**config.mk**
```make
export PLATFORM = sky130hd
export DESIGN_NAME = ahb3lite_sram_ws
export DESIGN_NICKNAME = d
export VERILOG_FILES = /design/src/rtl/ahb3lite_sram_ws.sv
export SDC_FILE = /design/constraint.sdc
export NUM_CORES = 2
export LEC_CHECK = 0
export BUFFER_PORTS_ARGS = -buffer_cell sky130_fd_sc_hd__buf_2
export CORE_MARGIN = 8
export CORE_UTILIZATION = 50
export DETAILED_ROUTE_END_ITERATION = 8
export PLACE_DENSITY = 0.69
export SYNTH_ARGS = -nofsm -noshare
export SYNTH_HDL_FRONTEND = slang
export SYNTH_SLANG_ARGS = --single-unit
```
**constraint.sdc**
```tcl
create_clock -name HCLK -period 2.7 [get_ports HCLK]
set_clock_uncertainty 0.1 [all_clocks]
set_input_delay 0.27 -clock HCLK [delete_from_list [all_inputs] [get_ports HCLK]]
set_output_delay 0.27 -clock HCLK [all_outputs]
set_load 0.01 [all_outputs]
```
**src/rtl/ahb3lite_sram_ws.sv**
```systemverilog
// ---------------------------------------------------------------------------
// ahb3lite_sram_ws
//
// AHB3-Lite SRAM slave with a configurable number of wait states, byte-lane
// writes, a two-cycle ERROR response for illegal transfers, and write-to-read
// forwarding. The memory is MEM_SIZE bytes, organised as words of HDATA_SIZE
// bits.
//
// Ports
//   HCLK       bus clock, rising edge
//   HRESETn    asynchronous active-low reset
//   HSEL       slave select
//   HADDR      byte address
//   HWDATA     write data, little-endian byte lanes
//   HWRITE     1 = write
//   HSIZE      log2 of transfer size in bytes
//   HBURST     burst type (no functional effect)
//   HPROT      protection (no functional effect)
//   HTRANS     IDLE=0, BUSY=1, NONSEQ=2, SEQ=3
//   HREADY     bus-level ready
//   HREADYOUT  slave ready
//   HRESP      0 = OKAY, 1 = ERROR
//   HRDATA     read data
//
// State  | meaning
// -------+------------------------------------------------------------
// S_IDLE | no data phase in progress; ready, OKAY
// S_WAIT | legal data phase stalled; counter runs down to zero
// S_DONE | legal data phase completes; read data shown, write commits
// S_ERR1 | first ERROR cycle; HREADYOUT low
// S_ERR2 | second ERROR cycle; HREADYOUT high
// ---------------------------------------------------------------------------
module ahb3lite_sram_ws #(
  parameter int MEM_SIZE    = 256,
  parameter int HADDR_SIZE  = 32,
  parameter int HDATA_SIZE  = 32,
  parameter int WAIT_STATES = 0
) (
  input  logic                  HCLK,
  input  logic                  HRESETn,
  input  logic                  HSEL,
  input  logic [HADDR_SIZE-1:0] HADDR,
  input  logic [HDATA_SIZE-1:0] HWDATA,
  input  logic                  HWRITE,
  input  logic [2:0]            HSIZE,
  input  logic [2:0]            HBURST,
  input  logic [3:0]            HPROT,
  input  logic [1:0]            HTRANS,
  input  logic                  HREADY,
  output logic                  HREADYOUT,
  output logic                  HRESP,
  output logic [HDATA_SIZE-1:0] HRDATA
);

  localparam int BYTES = HDATA_SIZE / 8;
  localparam int LB    = $clog2(BYTES);
  localparam int DEPTH = MEM_SIZE / BYTES;
  localparam int IW    = (DEPTH > 1) ? $clog2(DEPTH) : 1;
  // Counter preload; only meaningful when wait states are configured.
  localparam logic [2:0] WS_LOAD = (WAIT_STATES > 0) ? 3'(WAIT_STATES - 1) : 3'd0;

  typedef enum logic [2:0] {
    S_IDLE = 3'd0,
    S_WAIT = 3'd1,
    S_DONE = 3'd2,
    S_ERR1 = 3'd3,
    S_ERR2 = 3'd4
  } state_t;

  state_t                state_q, state_d;
  logic [2:0]            cnt_q, cnt_d;
  logic [IW-1:0]         idx_q, idx_d;
  logic [BYTES-1:0]      mask_q, mask_d;
  logic                  write_q, write_d;
  logic                  hreadyout_q, hreadyout_d;
  logic                  hresp_q, hresp_d;
  logic [HDATA_SIZE-1:0] hrdata_q, hrdata_d;

  logic [HDATA_SIZE-1:0] mem_q [DEPTH];

  logic                  accept;
  logic                  illegal;
  logic [HADDR_SIZE-1:0] align_mask;
  logic [BYTES-1:0]      mask_in;
  logic [IW-1:0]         idx_in;
  logic                  mem_we;
  logic [IW-1:0]         rd_idx;
  logic                  rd_is_read;
  logic [HDATA_SIZE-1:0] rd_word;

  // HBURST/HPROT carry no function here; HTRANS[0] only distinguishes SEQ.
  logic unused_inputs;
  assign unused_inputs = ^{HBURST, HPROT, HTRANS[0]};

  // ------------------------------------------------------------------
  // Address-phase decode
  // ------------------------------------------------------------------
  always_comb begin
    accept     = HSEL & HREADY & HTRANS[1];
    idx_in     = HADDR[LB +: IW];
    align_mask = (HADDR_SIZE'(1) << HSIZE) - HADDR_SIZE'(1);
    illegal    = (HADDR >= HADDR_SIZE'(MEM_SIZE)) ||
                 (HSIZE > 3'(LB)) ||
                 ((HADDR & align_mask) != '0);
    // Lanes [offset, offset + 2^HSIZE). For legal transfers this never
    // runs past the top lane; illegal transfers never use the mask.
    mask_in = '0;
    for (int i = 0; i < BYTES; i++) begin
      if ((i >= int'(HADDR[LB-1:0])) &&
          (i < int'(HADDR[LB-1:0]) + (1 << HSIZE))) begin
        mask_in[i] = 1'b1;
      end
    end
  end

  // ------------------------------------------------------------------
  // Read path with forwarding
  // ------------------------------------------------------------------
  // A write commits on the edge that ends S_DONE. A read chained straight
  // behind it samples the memory on that same edge, so the write's masked
  // lanes are merged in here rather than returning the stale word.
  always_comb begin
    mem_we     = (state_q == S_DONE) && write_q;
    rd_idx     = (state_q == S_WAIT) ? idx_q : idx_in;
    rd_is_read = (state_q == S_WAIT) ? !write_q : !HWRITE;
    rd_word    = mem_q[rd_idx];
    if (mem_we && (idx_q == rd_idx)) begin
      for (int i = 0; i < BYTES; i++) begin
        if (mask_q[i]) begin
          rd_word[8*i +: 8] = HWDATA[8*i +: 8];
        end
      end
    end
  end

  // ------------------------------------------------------------------
  // Next-state logic
  // ------------------------------------------------------------------
  always_comb begin
    state_d = state_q;
    cnt_d   = cnt_q;
    idx_d   = idx_q;
    mask_d  = mask_q;
    write_d = write_q;

    case (state_q)
      S_WAIT: begin
        if (cnt_q == 3'd0) begin
          state_d = S_DONE;
        end else begin
          cnt_d = cnt_q - 3'd1;
        end
      end
      S_ERR1: begin
        state_d = S_ERR2;
      end
      default: begin
        // S_IDLE, S_DONE and S_ERR2 drive HREADYOUT high, so a new address
        // phase may be taken here and chained without a bubble.
        state_d = S_IDLE;
        if (accept) begin
          idx_d   = idx_in;
          mask_d  = mask_in;
          write_d = HWRITE;
          if (illegal) begin
            state_d = S_ERR1;
          end else if (WAIT_STATES == 0) begin
            state_d = S_DONE;
          end else begin
            state_d = S_WAIT;
            cnt_d   = WS_LOAD;
          end
        end
      end
    endcase

    hreadyout_d = !((state_d == S_WAIT) || (state_d == S_ERR1));
    hresp_d     = (state_d == S_ERR1) || (state_d == S_ERR2);

    hrdata_d = hrdata_q;
    if ((state_d == S_DONE) && rd_is_read) begin
      hrdata_d = rd_word;
    end
  end

  // ------------------------------------------------------------------
  // Control and output registers
  // ------------------------------------------------------------------
  always_ff @(posedge HCLK or negedge HRESETn) begin
    if (!HRESETn) begin
      state_q     <= S_IDLE;
      cnt_q       <= 3'd0;
      idx_q       <= '0;
      mask_q      <= '0;
      write_q     <= 1'b0;
      hreadyout_q <= 1'b1;
      hresp_q     <= 1'b0;
      hrdata_q    <= '0;
    end else begin
      state_q     <= state_d;
      cnt_q       <= cnt_d;
      idx_q       <= idx_d;
      mask_q      <= mask_d;
      write_q     <= write_d;
      hreadyout_q <= hreadyout_d;
      hresp_q     <= hresp_d;
      hrdata_q    <= hrdata_d;
    end
  end

  // Storage is not reset. A write still pending when reset hits is lost
  // because state_q leaves S_DONE asynchronously.
  always_ff @(posedge HCLK) begin
    if (mem_we) begin
      for (int i = 0; i < BYTES; i++) begin
        if (mask_q[i]) begin
          mem_q[idx_q][8*i +: 8] <= HWDATA[8*i +: 8];
        end
      end
    end
  end

  assign HREADYOUT = hreadyout_q;
  assign HRESP     = hresp_q;
  assign HRDATA    = hrdata_q;

endmodule

```
==> flow_summary.ini <==
[critical_path]
cp_slowest_cell = or3b_4
endpoint_kind = register
rrSetupSlack_ns = -0.47
crit_required_ns = 3.32
crit_path_max_incr_delay_ns = 0.44
cp.buffers_inverters = 4
reg2reg_depth = 11
critPathArrivalTime_ns = 3.80
critPathLaunchType = register
regToRegStartpoint = state_q[2]
worstSetupPathType = register to register
critPathMaxFanout = 18
path_cells = or3b_4, buf_12, a21o_4, buf_12, buf_16, buf_16, mux4_2, a22oi_2, a21oi_1, o21ai_1, nand3_1
timing.rr.end = HRDATA[25]
crit_family = compound AO/OA/AOI/OAI gates

[layout]
drive_gt1_frac = 0.248
area_growth_pct = 24.7
regArea_um2 = 62800
fin_nets = 7137
n_fill_cell = 11700
multi_input_area_um2 = 20400

[floorplan]
row_count = 150
die_h_um = 426
start_util = 0.503
core_area_um2 = 167000
die-width_um = 426
pin_count = 115
dieArea_um2 = 181000

[logic_synthesis]
synthArstFlopShare = 0.0243
syn_inst = 6019
syn_nets = 6107
yosysTopAreaCellShare = 0.733
synthDistinctLibCells = 74
synthFlopType = edfxtp_1
yosys_warnings = 0
synth_seq_area_share = 0.748
yosysTopAreaCell = edfxtp_1
synth_commonest_cells = 2048 x edfxtp_1, 1586 x nand2_1, 606 x nand3_1
yosysMostFrequentCell = edfxtp_1
synth_area_um2 = 83900
synth.avg_cell_area_um2 = 13.9
synthTopCellsByArea = edfxtp_1 73%, nand2_1 7.1%, nand3_1 3.6%, mux4_2 2.3%, mux2i_1 1.5%
synth_edf_count = 2048
synth.ff_latch_count = 2099

[hold_path]
worstHoldStart = HADDR[29]
hold_path_class = primary input to register
min_delay_path_depth = 7
whs_endpoint = state_q[0]

[clocking]
cts_root_buf = clkbuf_16
htreeDepth = 4
path_clk_slew_ns = 0.07
cts_buffers = 201
clock_latency_ns = 0.89
cts_tree = done
cts_buffer_depth = 3
clock-sinks = 2099

[detailed_routing]
wirelength_um = 282000
first_iter_violations = 9057
vias = 58900
drcViolationCount = 0
first_pass_iters = 6
wl_per_cell_um = 29.9
ant_nets = 0
vias_per_cell = 6.25

[placed_design]
io_buffers = 106
place_congestion = 1.01
dpl.hpwl_um = 187000
dpl_worst_slack_ns = -0.960

[run_status]
violations = negative setup slack
status = finished, violations left

[grt]
grt_usage = 0.302
grt_pass1_wl_um = 398000
grt_pass1_vias = 56500
grt_max_degree = 45
overflow = 0
antenna_found_initial = 20

[sta]
period_minus_slack_ns = 3.17
fin_ws_ns = -0.473
clock.fmax_mhz = 315
drv_slew = 0
fin_tns_setup_ns = -11.82
worst_slew_pin_slew_ns = 0.983
finalHoldViolations = 0
period_share = 1.18
slew_headroom = 0.343
rsz0062_at_grt = true
setup_violations = 38

[power_and_ir_drop]
power_density_nw_per_um2 = 697
max-vdd-ir-drop_mv = 0.759
power.leakage_uw = 0.0369

[flow_run]
drv_cap = 0
[layout by cell type (no fill, tap or decap), types with 21 or more instances in the layout]
master,n
mux4_2,90
clkinv_1,37
a31oi_1,110
dfrtp_1,50
nand2_2,27
inv_1,25
buf_12,144
a21oi_1,80
nand3_1,590
buf_16,29
dlygate4sd3_1,58
nand4_1,116
edfxtp_1,2048
nor2_2,23
o21ai_1,21
and3_1,46
buf_6,56
a311oi_2,25
nor2_1,281
a22oi_2,27
clkbuf_16,207
a311oi_1,35
a211oi_1,28
clkbuf_1,52
clkinv_2,36
a32oi_1,34
buf_4,789
buf_2,105
mux2i_1,119
nand2_1,1556
[tightest hold or removal path: cells and delay by family]
family / cells / cell delay (ns)
and+or+nand+nor: 3 / 0.27
AOI/OAI and AO/OA: 1 / 0.12
buffers and inverters: 3 / 0.33
[state kept, by name (all words and copies together) (netlist names)]
| register | cells |
|---|---|
| mem_q | 2048 |
| idx_q | 6 |
| HRDATA | 32 |
| write_q | 1 |
| cnt_q | 3 |
| HREADYOUT | 1 |
| mask_q | 4 |
| state_q | 3 |
| HRESP | 1 |
[layout make-up]
cell class,count,share of cell area
antenna,4,0.0000956
clock buffer,261,0.0510
clock inverter,113,0.0126
inverter,25,0.000897
multi-input combinational,3510,0.195
sequential,2099,0.600
tap,2204,0.0263
timing repair buffer,1212,0.115
[metrics by stage]
step,hold slack [ns],total power (uW),util,cell area [um^2],std cells
2_1_floorplan,-0.126,39900,-,83900,6019
3_3_place_gp,0.251,43800,0.561,93600,8850
3_5_place_dp,0.252,43900,0.561,93600,8850
4_1_cts,0.000954,72500,0.621,104000,9393
5_1_grt,0.0716,74500,0.627,105000,9428
6_report,0.0485,72900,0.627,105000,9428
[routing by layer]
metal / share of wire / routed length, um / vias up / GRT usage
met3: 0.13 / 36300 / 838 / 0.0764
met1: 0.36 / 101000 / 29100 / 0.401
met5: 0.00023 / 66 / - / 0
met2: 0.44 / 125000 / 4345 / 0.457
met4: 0.068 / 19100 / 10 / 0.172
li1: - / - / 24600 / -
[how the worst max path moves through the flow]
| stage | from | to | slack (ns) | depth (start not counted) |
|---|---|---|---|---|
| after global routing | state_q[2] | HRDATA[25] | -0.49 | 11 |
| after global placement | HSIZE[2] | HRDATA[1] | -0.92 | 15 |
| after CTS | state_q[1] | HRDATA[23] | -0.43 | 11 |
| after detailed placement | HSIZE[2] | HRDATA[1] | -0.96 | 15 |
| final | state_q[2] | HRDATA[25] | -0.47 | 11 |
| after floorplan | state_q[1] | HRDATA[3] | -0.18 | 9 |
[cells by family (layout without fill, tap and decap cells)]
| family | after synthesis | after routing | synth area share |
|---|---|---|---|
| muxes | 224 | 224 | 0.0407 |
| adders and majority gates | 7 | 7 | 0.00113 |
| other | 0 | 4 | 0 |
| DFF | 2099 | 2099 | 0.748 |
| xor gates and xnor gates | 7 | 7 | 0.000731 |
| and+or+nand+nor | 2725 | 2725 | 0.138 |
| AOI/OAI and AO/OA | 547 | 547 | 0.0456 |
| buffers and inverters | 410 | 1611 | 0.0255 |
[power breakdown]
group / switching, uW / internal [uW] / total [uW]
registers: 421 / 35900 / 36400
logic: 5030 / 3250 / 8270
clock network: 12500 / 15800 / 28300
total: 17900 / 55000 / 72900
[repair_timing]
item	4_1_cts	5_1_grt
resized for setup	279	170
setup endpoints to repair	78	271
gates cloned	23	6
buffers inserted	87	31
hold buffers	59	0
pin swaps	126	95
endpoints found under the hold margin	1024	0
No activity file was read; power rests on OpenSTA's default activity.
